**config.mk**
```make
export PLATFORM = sky130hd
export DESIGN_NAME = game_event_ctrl
export DESIGN_NICKNAME = d
export VERILOG_FILES = /design/src/rtl/game_pkg.sv /design/src/rtl/btn_debounce.sv /design/src/rtl/game_event_ctrl.sv
export SDC_FILE = /design/constraint.sdc
export NUM_CORES = 1
export LEC_CHECK = 0
export CAP_MARGIN = 0
export CORE_MARGIN = 2
export CORE_UTILIZATION = 64
export CTS_CLUSTER_DIAMETER = 120
export DETAILED_ROUTE_END_ITERATION = 10
export PLACE_DENSITY = 0.83
export RECOVER_POWER = 50
export SYNTH_ARGS = -nofsm -noshare
export SYNTH_HDL_FRONTEND = slang
export SYNTH_SLANG_ARGS = --single-unit
export TNS_END_PERCENT = 10
```
**constraint.sdc**
```tcl
create_clock -name clk -period 3.3 [get_ports clk]
set_input_delay 0.66 -clock clk [delete_from_list [all_inputs] [get_ports clk]]
set_output_delay 0.66 -clock clk [all_outputs]
set_load 0.05 [all_outputs]
```
**src/rtl/game_pkg.sv**
```systemverilog
// rtl/game_pkg.sv - game state encoding shared by the state FSM and its event producer
`timescale 1ns/1ps
package game_pkg;

    // 2-bit state encoding driven by the game-state FSM; 2'b11 is unused.
    typedef enum logic [1:0] {
        GAME_INITIAL = 2'b00,
        GAME_RUNNING = 2'b01,
        GAME_OVER    = 2'b10
    } game_state_t;

endpackage

```
**src/rtl/btn_debounce.sv**
```systemverilog
// rtl/btn_debounce.sv - synchronise and debounce one raw button, emit a press pulse
//
// Ports:
//  clk    in   system clock
//  rst_n  in   asynchronous active-low reset
//  raw    in   asynchronous active-high button input
//  level  out  debounced button level
//  press  out  one-cycle pulse on the rising edge of level
`timescale 1ns/1ps
module btn_debounce #(
    parameter int CYCLES = 1_000_000
) (
    input  logic clk,
    input  logic rst_n,
    input  logic raw,
    output logic level,
    output logic press
);

    localparam int CW = (CYCLES > 1) ? $clog2(CYCLES) : 1;

    logic          sync1;
    logic          sync2;
    logic          level_q;
    logic [CW-1:0] cnt;

    always_ff @(posedge clk or negedge rst_n) begin
        if (!rst_n) begin
            sync1   <= 1'b0;
            sync2   <= 1'b0;
            level   <= 1'b0;
            level_q <= 1'b0;
            cnt     <= '0;
        end else begin
            sync1   <= raw;
            sync2   <= sync1;
            level_q <= level;
            // Any cycle where the synced input agrees with the accepted level
            // restarts the count, so only an unbroken run can flip the level.
            if (sync2 == level) begin
                cnt <= '0;
            end else if (cnt == CW'(CYCLES - 1)) begin
                level <= sync2;
                cnt   <= '0;
            end else begin
                cnt <= cnt + CW'(1);
            end
        end
    end

    assign press = level & ~level_q;

endmodule

```
**src/rtl/game_event_ctrl.sv**
```systemverilog
// rtl/game_event_ctrl.sv - buttons and hit events to start/restart/over controls for the game FSM
//
// Ports:
//  clk          in   system clock
//  rst_n        in   asynchronous active-low reset
//  btn_start    in   raw start button
//  btn_restart  in   raw restart button
//  hit          in   one-cycle collision pulse
//  state        in   current game state from the FSM
//  start        out  one-cycle start request
//  restart      out  one-cycle restart request
//  over         out  lives exhausted
//  lives        out  remaining lives
//  invuln       out  post-hit invulnerability window active
`timescale 1ns/1ps
module game_event_ctrl
    import game_pkg::*;
#(
    parameter int DEBOUNCE_CYCLES = 1_000_000,
    parameter int INVULN_CYCLES   = 50_000_000,
    parameter int LIVES_INIT      = 3,
    parameter int LIVES_W         = 2
) (
    input  logic               clk,
    input  logic               rst_n,
    input  logic               btn_start,
    input  logic               btn_restart,
    input  logic               hit,
    input  logic [1:0]         state,
    output logic               start,
    output logic               restart,
    output logic               over,
    output logic [LIVES_W-1:0] lives,
    output logic               invuln
);

    localparam int TW = (INVULN_CYCLES > 1) ? $clog2(INVULN_CYCLES) : 1;

    logic          start_press;
    logic          restart_press;
    logic          start_level;
    logic          restart_level;
    logic [TW-1:0] timer;
    logic          hit_ok;

    btn_debounce #(.CYCLES(DEBOUNCE_CYCLES)) u_db_start (
        .clk   (clk),
        .rst_n (rst_n),
        .raw   (btn_start),
        .level (start_level),
        .press (start_press)
    );

    btn_debounce #(.CYCLES(DEBOUNCE_CYCLES)) u_db_restart (
        .clk   (clk),
        .rst_n (rst_n),
        .raw   (btn_restart),
        .level (restart_level),
        .press (restart_press)
    );

    // Levels are only needed internally by the debouncers.
    logic unused_levels;
    assign unused_levels = start_level ^ restart_level;

    // A hit counts only while running, outside the invulnerability window
    // and with lives left.
    assign hit_ok = (state == GAME_RUNNING) && hit && (timer == '0) && (lives != '0);

    always_ff @(posedge clk or negedge rst_n) begin
        if (!rst_n) begin
            start   <= 1'b0;
            restart <= 1'b0;
            over    <= 1'b0;
            lives   <= LIVES_W'(LIVES_INIT);
            timer   <= '0;
        end else begin
            // Illegal state 2'b11 falls in with OVER: restart allowed, no start.
            restart <= restart_press && (state != GAME_INITIAL);
            start   <= start_press && (state == GAME_INITIAL) && !restart_press;

            if (state == GAME_INITIAL) begin
                lives <= LIVES_W'(LIVES_INIT);
                over  <= 1'b0;
                timer <= '0;
            end else if (hit_ok) begin
                lives <= lives - LIVES_W'(1);
                timer <= TW'(INVULN_CYCLES - 1);
                if (lives == LIVES_W'(1)) begin
                    over <= 1'b1;
                end
            end else if (timer != '0) begin
                timer <= timer - TW'(1);
            end
        end
    end

    assign invuln = (timer != '0);

endmodule

```
==> impl_metrics.yaml, run 1 <==
clock_tree:
  cts_root_buf: "clkbuf_8"
  hold_buffers: 0
  cts_made_buffers: 9
  postCtsSetupBuffers: 0
  clk-insertion-delay-late_ps: 350
  cts.sinks: 79
  htree_levels: 3
  clockBufferDepth: 2
  clk_pin_slew_ps: 80
  cts_resized: 0
  cts_tree: "built"
timing:
  min_period_over_period: 0.890
  rsz0062_at_grt: "false"
  layout_min_cycle_time_ps: 2940
  fmax_mhz: 341
  skew_ps: 8.89
  setup_tns_ps: 0
  hold_viol: 0
  worstMarginPinSlew_ps: 1850
  slew_viol_final: 80
  slew_headroom: -0.236
  setup_violations: 0
final_layout:
  synthToLayoutAreaGrowth_pct: 9.92
  post_route_cells_drive_above_1_share: 0.0897
  nets: 397
  fill_cells: 408
  fin_cells: 462
  n_antenna_cell: 0
  finalInstanceArea_um2: 4150
global_route:
  grt_max_degree: 80
  grt_pass1_vias: 2591
  grt_pass1_wl_mm: 11.5
  antenna_found_initial: 0
  grt-ovfl-total: 0
  grt_usage: 0.230
routing:
  wl_met1_mm: 3.13
  routed.top_layer: "met4"
  via_count: 2654
  ant_nets: 0
  dr_wl_met2_mm: 3.16
  drc_errors: 0
  drt_pass1_iterations: 5
  wl_mm: 6.64
  via_per_inst: 5.74
  wl_met3_um: 288
  avgRoutedWirePerCell_um: 14.4
  first_iter_violations: 159
synth:
  syn_area_per_cell_um2: 10.2
  synth_nets: 380
  syn_inst: 368
  seq_area_frac_synth: 0.525
  synthDistinctLibCells: 48
  synth_area_um2: 3770
  synth-seq-cells: 79
  yosys_warnings: 0
floorplanning:
  die_y_um: 80.8
  start_util: 0.672
  dieArea_um2: 6520
  die_w_um: 80.8
  ios: 13
  core_area_um2: 5610
  rows: 27
critical_path:
  cp-start-kind: "flop"
  worstSetupEndpointType: "output pin"
  criticalPathCategory: "reg -> out"
  critPathArrivalTime_ps: 2280
  worstPathMaxFanout: 8
  required_ps: 2640
placement:
  place_congestion: 0.818
  placed_area_um2: 3950
  io_buffers: 12
  place_inst: 446
  dp_hpwl_mm: 4.47
outcome:
  status: "complete, but fails checks"
  violations: "max-capacitance violations, max-slew violations"
job:
  cap_violations: 1
power:
  worst_ir_drop_vdd_v: 0.000412
  power.density_nw_per_um2: 647
  leakage_uw: 0.00177
  total_power_uw: 2680
worst_hold_path:
  hold_class: "reg -> reg"
## metal layers
| layer | up-vias | GRT usage |
|---|---|---|
| met5 | - | 0 |
| met4 | 0 | 0.0881 |
| met3 | 8 | 0.0667 |
| met2 | 54 | 0.369 |
| met1 | 1294 | 0.299 |
| li1 | 1298 | - |
## cell usage after synthesis, drive strengths merged
library cell | n | area (um^2)
nand2 | 15 | 56.3
nor3b | 5 | 37.5
ha | 5 | 62.6
xor2 | 19 | 166
xnor2 | 39 | 342
o22a | 1 | 8.76
and2 | 2 | 15.0
nand3 | 21 | 105
a21oi | 14 | 73.8
mux2 | 3 | 37.5
or2 | 5 | 31.3
a211oi | 2 | 15.0
clkbuf | 2 | 7.51
nand4b | 1 | 8.76
nor4 | 12 | 96.3
dfrtp | 77 | 1930
nor2 | 67 | 251
mux2i | 1 | 10.0
nor4b | 1 | 8.76
nand3b | 1 | 7.51
buf | 6 | 35.0
a2111oi | 1 | 8.76
o21ai | 3 | 15.0
o22ai | 1 | 20.0
o31ai | 2 | 15.0
a211o | 1 | 8.76
inv | 13 | 51.3
nand2b | 2 | 12.5
a31oi | 2 | 12.5
or3 | 6 | 37.5
and4b | 1 | 10.0
nor3 | 12 | 60.1
and4 | 3 | 26.3
nor2b | 1 | 6.26
or4 | 7 | 56.3
nand4 | 8 | 50.1
and3 | 4 | 25.0
dfstp | 2 | 52.6
## cells by family (layout without fill, tap and decap cells)
logic type,count (synthesis),count (layout),synth area share
AOI/OAI and AO/OA,27,27,0.0471
xor gates and xnor gates,58,58,0.135
adders and majority gates,5,5,0.0166
buffers and inverters,21,43,0.0249
DFF,79,79,0.525
muxes,4,4,0.0126
and+or+nand+nor,174,174,0.239
## final timing paths
kind / startpoint / to / slack [ps] / depth (start not counted)
worst max register to register: timer[17] / timer[22] / 910 / 6
worst min register to register: u_db_start.sync1 / u_db_start.sync2 / 350 / 0
min in group asynchronous: rst_n / timer[1] / 820 / 1
worst min-delay path: u_db_start.sync1 / u_db_start.sync2 / 350 / 0
worst max-delay path: timer[17] / invuln / 360 / 5
max in group asynchronous: rst_n / u_db_start.cnt[6] / 1400 / 1
## sequential cells by signal (all words and copies together) (netlist names)
register,flops
u_db_restart.level,1
u_db_start.cnt,20
restart,1
u_db_start.level_q,1
u_db_restart.level_q,1
over,1
u_db_start.level,1
start,1
timer,26
u_db_start.sync1,1
u_db_start.sync2,1
u_db_restart.cnt,20
lives,2
u_db_restart.sync1,1
u_db_restart.sync2,1
## area by class of cell
class	count	area (um^2)	share of cell area
flip-flops and latches	79	1980	0.478
multi-input cells	268	1700	0.410
clock inverters	5	57.6	0.0139
well taps	72	90.1	0.0217
repair buffers	14	128	0.0308
clock buffers	11	141	0.0341
inverters	13	51.3	0.0124
## power breakdown
part	leakage, uW	internal, uW	total [uW]	switching [uW]
logic	0.000603	337	752	415
clock network	0.000103	370	716	345
registers	0.00107	1090	1220	124
total	0.00177	1800	2680	884
## layout by cell type, fill, tap and decap left out, drive strengths merged, types with 2 or more instances in the layout
cell and instances:
and2 2, nand2 15, and4 3, inv 13, o21ai 3, ha 5, nor4 12, nor3b 5
clkbuf 12, nand2b 2, a31oi 2, buf 3, nor2 67, nand4 8, or4 7, or2 5
nor3 12, o31ai 2, dlygate4sd3 2, xnor2 39, and3 4, a211oi 2, a21oi 14, clkdlybuf4s50 8
xor2 19, dfrtp 77, dfstp 2, mux2 3, nand3 21, clkinv 4, or3 6
## metrics by stage
stage                     utilization  setup slack (ps)  hold slack, ps
after global placement          0.704               767             334
after floorplan                     -               841             331
after global routing            0.739               228             359
after CTS                       0.740               351             355
final                           0.739               364             353
after detailed placement        0.704               740             336
## critical path: stages (launching register included)
cell	delay (ps)
dfrtp_1	400
or4_4	590
nor4_4	450
and2_4	260
inv_4	60
buf_4	180
Power figures use the tool's default switching activity.
==> inputs of run 2 (changes only) <==
- CORE_UTILIZATION: 64 -> 35
- PLACE_DENSITY: 0.83 -> 0.58
==> impl_metrics.yaml, run 2 (same netlist as run 1, synthesis figures left out) <==
outcome:
  status: "complete, but fails checks"
  violations: "max-capacitance violations, max-slew violations"
timing:
  setup_tns_ps: 0
  min_period_over_period: 0.901
  finalHoldWorstSlack_ps: 351
  setup_violations: 0
  slew_viol_final: 80
  skew_ps: 12.1
  rsz0062_at_grt: "false"
  slew_headroom: -0.321
  hold_viol: 0
  layout_min_cycle_time_ps: 2970
  fmax_mhz: 336
  worstMarginPinSlew_ps: 1980
critical_path:
  worstPathMaxFanout: 8
  cp-start-kind: "flop"
  crit_slowest_cell: "or4_4"
  crit_chain: "or4_4, nor4_4, and2_4, inv_4, buf_4"
  worstSetupEndpointType: "output pin"
  required_ps: 2640
  cp_slowest_stage_delay_ps: 580
  crit_family: "simple AND/OR/NAND/NOR gates"
  crit_cells: 5
  ff2ff_path_depth: 6
  criticalPathCategory: "reg -> out"
  critPathArrivalTime_ps: 2310
  path_buf_inv: 2
job:
  cap_violations: 1
power:
  power.density_nw_per_um2: 650
  leakage_uw: 0.00179
  worst_ir_drop_vdd_v: 0.000250
  total_power_uw: 2770
routing:
  drt_pass1_iterations: 4
  avgRoutedWirePerCell_um: 12.4
  first_iter_violations: 84
  ant_nets: 0
  wl_mm: 6.54
  drc_errors: 0
  via_count: 2547
  via_per_inst: 4.84
clock_tree:
  postCtsSetupBuffers: 0
  cts_made_buffers: 9
  cts_tree: "built"
  clk-insertion-delay-late_ps: 350
  cts_resized: 0
  htree_levels: 3
  clockBufferDepth: 2
  clk_pin_slew_ps: 80
  hold_buffers: 0
  cts_root_buf: "clkbuf_8"
  cts.sinks: 79
placement:
  dp_hpwl_mm: 4.33
  placed_area_um2: 4030
  place_congestion: 0.801
  io_buffers: 12
floorplanning:
  rows: 37
  die_w_um: 108
  die_y_um: 108
  dieArea_um2: 11600
  core_area_um2: 10400
  ios: 13
  start_util: 0.362
global_route:
  grt_max_degree: 80
  grt-ovfl-total: 0
  grt_pass1_vias: 2573
  antenna_found_initial: 0
  grt_usage: 0.129
  grt_pass1_wl_mm: 11.8
final_layout:
  n_antenna_cell: 0
  fill_cells: 993
  largest_reg_flops: 26
  top_register: "timer"
  final_cell_mix: "dfrtp_1, nor2_1, xnor2_1"
  post_route_cells_drive_above_1_share: 0.0923
  reg_top3: "timer: 26 flops, u_db_restart.cnt: 20 flops, u_db_start.cnt: 20 flops"
  synthToLayoutAreaGrowth_pct: 13.1
  seq_area_um2: 1980
  multi_input_area_um2: 1700
  layout_commonest_cell: "dfrtp_1"
  finalInstanceArea_um2: 4270
  nets: 397
worst_hold_path:
  min_path_cells: 0
  hold_class: "reg -> reg"
run 2: final cells by class:
| type | count | area share |
|---|---|---|
| clock buffers | 13 | 0.0396 |
| clock inverters | 3 | 0.0153 |
| inverters | 13 | 0.0120 |
| multi-input cells | 268 | 0.399 |
| flip-flops and latches | 79 | 0.464 |
| well taps | 136 | 0.0399 |
| repair buffers | 14 | 0.0299 |
run 2: worst register-to-register path, delay by kind of cell, from the launching register on:
kind                   cells  cell delay (ps)
buffers and inverters      1               50
AND/OR/NAND/NOR            4             1420
AO/OA/AOI/OAI              1              400
flip-flops                 1              420
run 2: final timing paths:
check                                        start              endpoint  slack (ps)
max in group asynchronous                    rst_n             timer[10]        1250
worst max-delay path                     timer[16]                invuln         330
worst min register to register  u_db_restart.sync1    u_db_restart.sync2         350
min in group asynchronous                    rst_n  u_db_restart.cnt[13]         840
worst max register to register           timer[16]             timer[12]         870
worst min-delay path            u_db_restart.sync1    u_db_restart.sync2         350
run 2: metrics by stage:
step           cells  utilization  setup WS, ps
6_report         526        0.409           326
3_3_place_gp     510        0.387           630
4_1_cts          526        0.409           173
2_1_floorplan    368            -           841
3_5_place_dp     510        0.387           570
5_1_grt          526        0.409           245
run 2: report_power, final:
group | switching, uW | internal, uW | total, uW
clock | 334 | 487 | 822
sequential | 120 | 1090 | 1210
combinational | 408 | 332 | 740
total | 863 | 1910 | 2770
run 2: per-layer routing:
metal	global-route usage	wire length [um]	vias to the layer above	part of all wire
li1	-	-	1299	-
met1	0.170	3270	1193	0.50
met2	0.201	2910	42	0.45
met3	0.0272	230	13	0.035
met4	0.0650	131	0	0.020
met5	0	0	-	0
